### src/rtl/bounce_gen.sv
// Contact-bounce emulator: turns a clean level into an odd-length burst of
// LFSR-timed toggles followed by a quiet settle window, for self-test.
module bounce_gen #(
  parameter int          TICK     = 1000,
  parameter int          SETTLE_T = 16,
  parameter logic [15:0] SEED     = 16'hACE1
) (
  input  logic       clk,
  input  logic       rstn,
  input  logic       x,
  input  logic       en,
  output logic       y,
  output logic       busy,
  output logic [2:0] bcnt
);

  localparam int PW = (TICK > 1) ? $clog2(TICK) : 1;
  localparam int SW = $clog2(SETTLE_T + 1);
  localparam logic [15:0] LSEED = (SEED == 16'h0) ? 16'h0001 : SEED;

  localparam logic [1:0] S_IDLE   = 2'd0;
  localparam logic [1:0] S_BOUNCE = 2'd1;
  localparam logic [1:0] S_SETTLE = 2'd2;

  logic [15:0]   r_lfsr;
  logic [1:0]    r_state;
  logic          r_y;
  logic          r_busy;
  logic [2:0]    r_bcnt;
  logic [2:0]    r_rem;
  logic [4:0]    r_gap;
  logic [PW-1:0] r_pre;
  logic [SW-1:0] r_set;

  logic          w_fb;
  logic          w_tick;
  logic [2:0]    w_rem0;
  logic [4:0]    w_gap;

  assign w_fb   = r_lfsr[15] ^ r_lfsr[13] ^ r_lfsr[12] ^ r_lfsr[10];
  assign w_tick = (r_pre == PW'(TICK - 1));
  assign w_rem0 = {r_lfsr[1:0], 1'b0};
  assign w_gap  = {1'b0, r_lfsr[7:4]} + 5'd1;

  always_ff @(posedge clk or negedge rstn) begin
    if (!rstn) begin
      r_lfsr  <= LSEED;
      r_state <= S_IDLE;
      r_y     <= 1'b0;
      r_busy  <= 1'b0;
      r_bcnt  <= 3'd0;
      r_rem   <= 3'd0;
      r_gap   <= 5'd0;
      r_pre   <= '0;
      r_set   <= '0;
    end else begin
      r_lfsr <= {r_lfsr[14:0], w_fb};
      r_pre  <= w_tick ? '0 : r_pre + PW'(1);
      case (r_state)
        S_IDLE: begin
          if (x != r_y) begin
            if (!en) begin
              r_y <= x;
            end else begin
              r_y    <= ~r_y;
              r_rem  <= w_rem0;
              r_bcnt <= {r_lfsr[1:0], 1'b1};
              r_gap  <= w_gap;
              r_pre  <= '0;
              r_busy <= 1'b1;
              if (w_rem0 != 3'd0) begin
                r_state <= S_BOUNCE;
              end else begin
                r_state <= S_SETTLE;
                r_set   <= SW'(SETTLE_T);
              end
            end
          end
        end
        S_BOUNCE: begin
          // gap==1 on a tick means it reaches zero now
          if (w_tick) begin
            if (r_gap == 5'd1) begin
              r_y   <= ~r_y;
              r_rem <= r_rem - 3'd1;
              r_gap <= w_gap;
              if (r_rem == 3'd1) begin
                r_state <= S_SETTLE;
                r_set   <= SW'(SETTLE_T);
              end
            end else begin
              r_gap <= r_gap - 5'd1;
            end
          end
        end
        S_SETTLE: begin
          if (w_tick) begin
            if (r_set == SW'(1)) begin
              r_state <= S_IDLE;
              r_busy  <= 1'b0;
            end else begin
              r_set <= r_set - SW'(1);
            end
          end
        end
        default: begin
          r_state <= S_IDLE;
          r_busy  <= 1'b0;
        end
      endcase
    end
  end

  assign y    = r_y;
  assign busy = r_busy;
  assign bcnt = r_bcnt;

endmodule

### config.mk
export PLATFORM = sky130hd
export DESIGN_NAME = bounce_gen
export DESIGN_NICKNAME = d
export VERILOG_FILES = /design/src/rtl/bounce_gen.sv
export SDC_FILE = /design/constraint.sdc
export NUM_CORES = 1
export LEC_CHECK = 0
export CORE_ASPECT_RATIO = 0.6
export CORE_MARGIN = 10
export CORE_UTILIZATION = 59
export CTS_CLUSTER_DIAMETER = 150
export CTS_CLUSTER_SIZE = 24
export DETAILED_ROUTE_END_ITERATION = 12
export PLACE_DENSITY = 0.84
export SLEW_MARGIN = 5
export SYNTH_ARGS = -nofsm -noshare
export SYNTH_HDL_FRONTEND = slang
export SYNTH_SLANG_ARGS = --single-unit
### constraint.sdc
create_clock -name clk -period 2.38 [get_ports clk]
set_input_delay 0.238 -clock clk [delete_from_list [all_inputs] [get_ports clk]]
set_output_delay 0.238 -clock clk [all_outputs]
set_load 0.05 [all_outputs]
== Word-level counts from Yosys, hierarchy flattened ==
Cells that the tools add are included.
Storage, ports and cells
  input port bits: 4
  output and inout port bits: 5
  register bits after elaboration: 46
  logic and storage cells: 88
Operators by class
  eq/ne operators: 16
  bitwise operators: 5
  multiplexer cells: 42
  reductions and logical operators: 11
  add/sub/neg operators: 5
Operators with widths (count)
  $mux W5: 12
  $mux W10: 4
  $ne A2 B2 Y1 const B: 9
  $mux W2: 8
  $pmux W5 S3: 1
  $mux W3: 4
  $add A10 B1 Y10 const B: 1
  $eq A10 B10 Y1 const B: 1
  $eq A5 B1 Y1 const B: 2
  $pmux W5 S2: 1
  $reduce_and A5 Y1: 2
  $sub A5 B1 Y5 const B: 2
  $reduce_and A9 Y1: 1
  $mux W1: 8
  $reduce_and A4 Y1: 2
  $reduce_and A7 Y1: 1
  $pmux W2 S3: 1
  $pmux W3 S2: 1
  $reduce_bool A3 Y1: 2
  $add A4 B1 Y5 const B: 1
  $eq A3 B1 Y1 const B: 1
  $pmux W1 S3: 1
  $reduce_and A3 Y1: 1
  $sub A3 B1 Y3 const B: 1
  8 further kinds: 11

== Depth between registers and ports, before layout ==
  word-level depth: 5
  depth in mapped cells: 7
  depth with buffers taken out: 7

== Worst setup path before layout ==
Ideal clock, no wire load.
  kind: register to register
  start point: register r_y (netlist: y)
  end point: register r_pre[3]
  arrival: 1879 ps
  required time: 2252 ps
  path buffers: 1
  clock period less this slack: 2007 ps
  cell stages (with the launch flop): 6
  path slack: 373 ps
  library setup time: 128 ps
  cells stage by stage: dfrtp_1 > xnor2_1 > nor4b_2 > or2_1 > clkbuf_1 > nor2_1
On the way
  word-level cells in the longest chain between the ends: 3
RTL lines
  from (decl): RTL line 27  | logic r_y;
  from (signal assigned): RTL line 65  | r_y <= ~r_y;
  from (signal assigned): RTL line 84  | r_y <= ~r_y;
  $ne A1 B1 Y1: RTL line 61  | if (x != r_y) begin
  $mux W10: RTL line 61
  $mux W10: RTL line 59  | case (r_state)
  to (signal assigned): RTL line 58  | r_pre <= w_tick ? '0 : r_pre + PW'(1);
  to (decl): RTL line 32  | logic [PW-1:0] r_pre;
No other way between the ends.
A chain may end at the register's enable or synchronous reset.

== Worst setup path in the final report ==
  start point: register r_gap[1]
  end point: register r_set[2]
On the way
  word-level cells in the longest chain between the ends: 3
RTL lines
  from (decl): RTL line 31  | logic [4:0] r_gap;
  from (signal assigned): RTL line 68  | r_gap <= w_gap;
  from (signal assigned): RTL line 86  | r_gap <= w_gap;
  from (signal assigned): RTL line 92  | r_gap <= r_gap - 5'd1;
  $eq A5 B1 Y1: RTL line 83  | if (r_gap == 5'd1) begin
  $ne A2 B2 Y1 (no line)
  $reduce_and A9 Y1 (no line)
  to (signal assigned): RTL line 75  | r_set <= SW'(SETTLE_T);
  to (signal assigned): RTL line 89  | r_set <= SW'(SETTLE_T);
  to (signal assigned): RTL line 102  | r_set <= r_set - SW'(1);
  to (decl): RTL line 33  | logic [SW-1:0] r_set;
No other way between the ends.

==> results.py <==
metrics = {
    "outcome": {
        "outcome": "completed",
    },
    "detailed_routing": {
        "dr.pass1.iters": 4,
        "vias": 1583,
        "antenna_left": 0,
        "viasPerCell": 5.78,
        "routed_wl_mm": 4.18,
        "wl_met2_mm": 1.79,
        "drt-met1-wl_mm": 2.13,
        "drc": 0,
        "wl_per_cell_um": 15.2,
        "drt_iter0_drc": 83,
        "top_layer": "met4",
        "wl_met3_um": 196,
    },
    "finish": {
        "drive_above_1_share_pct": 13.2,
        "register_area_um2": 1160,
        "stdcell_count": 274,
        "multiInputGateArea_um2": 996,
        "area_delta_synth_final_pct": 12.5,
        "fin_nets": 238,
        "n_antenna_cell": 0,
        "n_fill_cell": 268,
    },
    "synthesis": {
        "yosys.area_share.xor_xnor_pct": 4.76,
        "ys.flop_type": "dfrtp_1",
        "syn_inst": 211,
        "ys_warn_count": 0,
        "ys_types": 47,
        "synth_edf_count": 0,
        "synth_area_per_cell_um2": 10.5,
        "yosys.area_share.adder_pct": 4.54,
        "yosysSeqAreaShare_pct": 52.6,
        "synthMuxAreaShare_pct": 2.38,
        "synthesis.area_um2": 2210,
        "synth_top_family_by_area": "simple AND/OR/NAND/NOR gates",
        "synth-async-reset-ratio_pct": 100,
        "synth_compound_area_share_pct": 14.2,
        "synth.net_count": 223,
        "yosys.area_share.simple_pct": 18.9,
        "ys_ff_latch": 46,
    },
    "timing": {
        "min_period_ns": 2.13,
        "slew_headroom_pct": 38.4,
        "fin_skew_ns": 0.00714,
        "setup_viol": 0,
        "worst_pin_slew_ns": 0.925,
        "fin_crit_sh_pct": 89.5,
        "hold_violations": 0,
        "rsz0062_at_grt": "no",
        "finalMaxSlewViolations": 0,
        "max_clock_freq_ghz": 0.469,
        "setup_tns_ns": 0,
    },
    "placed_design": {
        "gp_congestion": 0.846,
        "dp_hpwl_mm": 2.98,
        "numPlacedInstances": 266,
        "io_buffers": 8,
    },
    "power_and_ir_drop": {
        "leakagePower_nw": 1.08,
        "vdd_drop_max_mv": 0.515,
        "power.density_nw_per_um2": 759,
    },
    "floorplan": {
        "die_w_um": 99.0,
        "dieHeight_um": 67.4,
        "io_pins": 9,
        "initial_core_util_pct": 60.7,
        "core_area_um2": 3640,
        "die_area_um2": 6670,
        "num_rows": 17,
    },
    "global_route": {
        "grt_pass1_wl_mm": 7.03,
        "grt_usage_pct": 13.1,
        "antenna_found_initial": 0,
        "grt_max_degree": 45,
        "grt_pass1_vias": 1470,
        "overflow": 0,
    },
    "flow_run": {
        "max_cap_viol_count": 0,
    },
    "critical_path": {
        "cp_max_fo": 6,
        "cp_cell_sequence": "inv_1 > ha_1 > or4b_4 > o22ai_4 > o211ai_1 > or4b_1 > o21ai_1",
        "cp.required_ns": 2.62,
        "worst-setup-path-type": "reg -> reg",
        "cp_num_buf_inv": 1,
        "crit_family": "simple AND/OR/NAND/NOR gates",
        "worstSetupStartpointType": "flip-flop",
        "cp_slowest_cell": "or4b_4",
        "critPathMaxStageDelay_ns": 0.50,
        "end_kind": "flip-flop",
        "worstPathArrival_ns": 2.37,
    },
    "clock_tree": {
        "root_buffer": "clkbuf_8",
        "cts.reportedPaths.clkPinSlew_ns": 0.09,
        "cts_tree": "yes",
        "cts_max_level": 2,
        "worstSkewPairLatency_ns": 0.30,
        "numCtsBuffers": 5,
        "post_cts_buffers": 0,
        "cts_sinks": 46,
        "cts_buffer_depth": 2,
    },
    "min_path": {
        "worstHoldPathType": "in -> async",
    },
}
[kinds of logic (layout without fill, tap and decap cells)]
group	count (synthesis)	in the layout
AOI/OAI and AO/OA	51	51
xor gates and xnor gates	12	12
adders and majority gates	8	8
buffers and inverters	15	31
DFF	46	46
muxes	5	5
and+or+nand+nor	74	74
[power breakdown]
part	switching [W]	leakage [nW]	total [W]	internal, W
Clock	0.000279	0.0563	0.000599	0.000320
Sequential	0.000118	0.543	0.00101	0.000890
Combinational	0.000150	0.478	0.000279	0.000129
Total	0.000546	1.08	0.00189	0.00134
[final timing paths]
path                         endpoint  cells past startpoint  slack [ns]       from
setup / recovery             r_set[2]                      7        0.25   r_gap[1]
hold / removal             r_lfsr[12]                      1        0.07       rstn
setup reg to reg             r_set[2]                      7        0.25   r_gap[1]
hold reg to reg             r_lfsr[4]                      0        0.36  r_lfsr[3]
max in group asynchronous   r_lfsr[5]                      2        1.63       rstn
min in group clk            r_lfsr[4]                      0        0.36  r_lfsr[3]
[registers in the layout (all words and copies together) (netlist names)]
signal   flops
r_state      2
bcnt         3
r_rem        3
r_set        5
y            1
r_gap        5
r_lfsr      16
busy         1
r_pre       10
[routing by layer]
| metal | up-vias | track usage [%] |
|---|---|---|
| met5 | - | 0 |
| met3 | 7 | 3.97 |
| met1 | 774 | 18.3 |
| met2 | 23 | 18.9 |
| met4 | 0 | 4.98 |
| li1 | 779 | - |
[timing repair]
| item | in CTS | in global routing |
|---|---|---|
| gates resized for setup | 0 | 1 |
| hold buffers | 0 | 0 |
| endpoints found under the setup margin | 0 | 7 |
[through the flow]
step / power, W / setup WS, ns / area, um2 / hold WS (ns) / utilization, %
floorplan: 0.00120 / 0.373 / 2210 / -0.0576 / -
global placement: 0.00128 / 0.156 / 2360 / 0.335 / 64.8
detailed placement: 0.00130 / 0.0747 / 2360 / 0.340 / 64.8
CTS: 0.00190 / 0.0356 / 2480 / 0.104 / 68.1
global route: 0.00199 / 0.111 / 2480 / 0.141 / 68.3
finish: 0.00189 / 0.249 / 2480 / 0.0678 / 68.3
[cell usage in the layout, fill, tap and decap left out, types with 6 or more instances in the layout]
| cell type | netlist | final |
|---|---|---|
| xor2_1 | 7 | 7 |
| a21oi_1 | 16 | 16 |
| nor2_1 | 17 | 17 |
| o21ai_0 | 11 | 11 |
| inv_1 | 10 | 10 |
| clkdlybuf4s50_1 | 0 | 7 |
| o21ai_1 | 8 | 8 |
| dfstp_2 | 8 | 8 |
| nand3_1 | 10 | 10 |
| nand2b_1 | 6 | 6 |
| ha_1 | 8 | 8 |
| dfrtp_1 | 38 | 38 |
| nand2_1 | 13 | 13 |
[synth_stat cells, types with 2 or more instances]
library cell,n,area (um2)
nor4b_1,3,26.3
nand2b_1,6,37.5
xor2_1,7,61.3
and3_1,3,18.8
a21oi_1,16,80.1
xnor2_1,5,43.8
dfrtp_1,38,951
or3_1,3,18.8
ha_1,8,100
dfstp_2,8,210
or4b_1,2,20.0
nor4b_2,2,30.0
clkbuf_1,3,11.3
nor3_1,5,25.0
o211ai_1,3,22.5
nand2_1,13,48.8
nand3_1,10,50.1
o21ai_0,11,55.1
a21o_1,2,15.0
inv_1,10,37.5
nor2_1,17,63.8
nor2b_1,2,12.5
mux2i_1,3,30.0
o21ai_1,8,40.0
[cell type report]
| class | instances | area share (%) |
|---|---|---|
| inverters | 10 | 1.51 |
| repair buffers | 13 | 4.53 |
| multi-input cells | 150 | 40.1 |
| clock inverters | 3 | 1.96 |
| flip-flops and latches | 46 | 46.8 |
| clock buffers | 5 | 2.77 |
| well taps | 47 | 2.37 |
(Power assumes the default switching activity.)
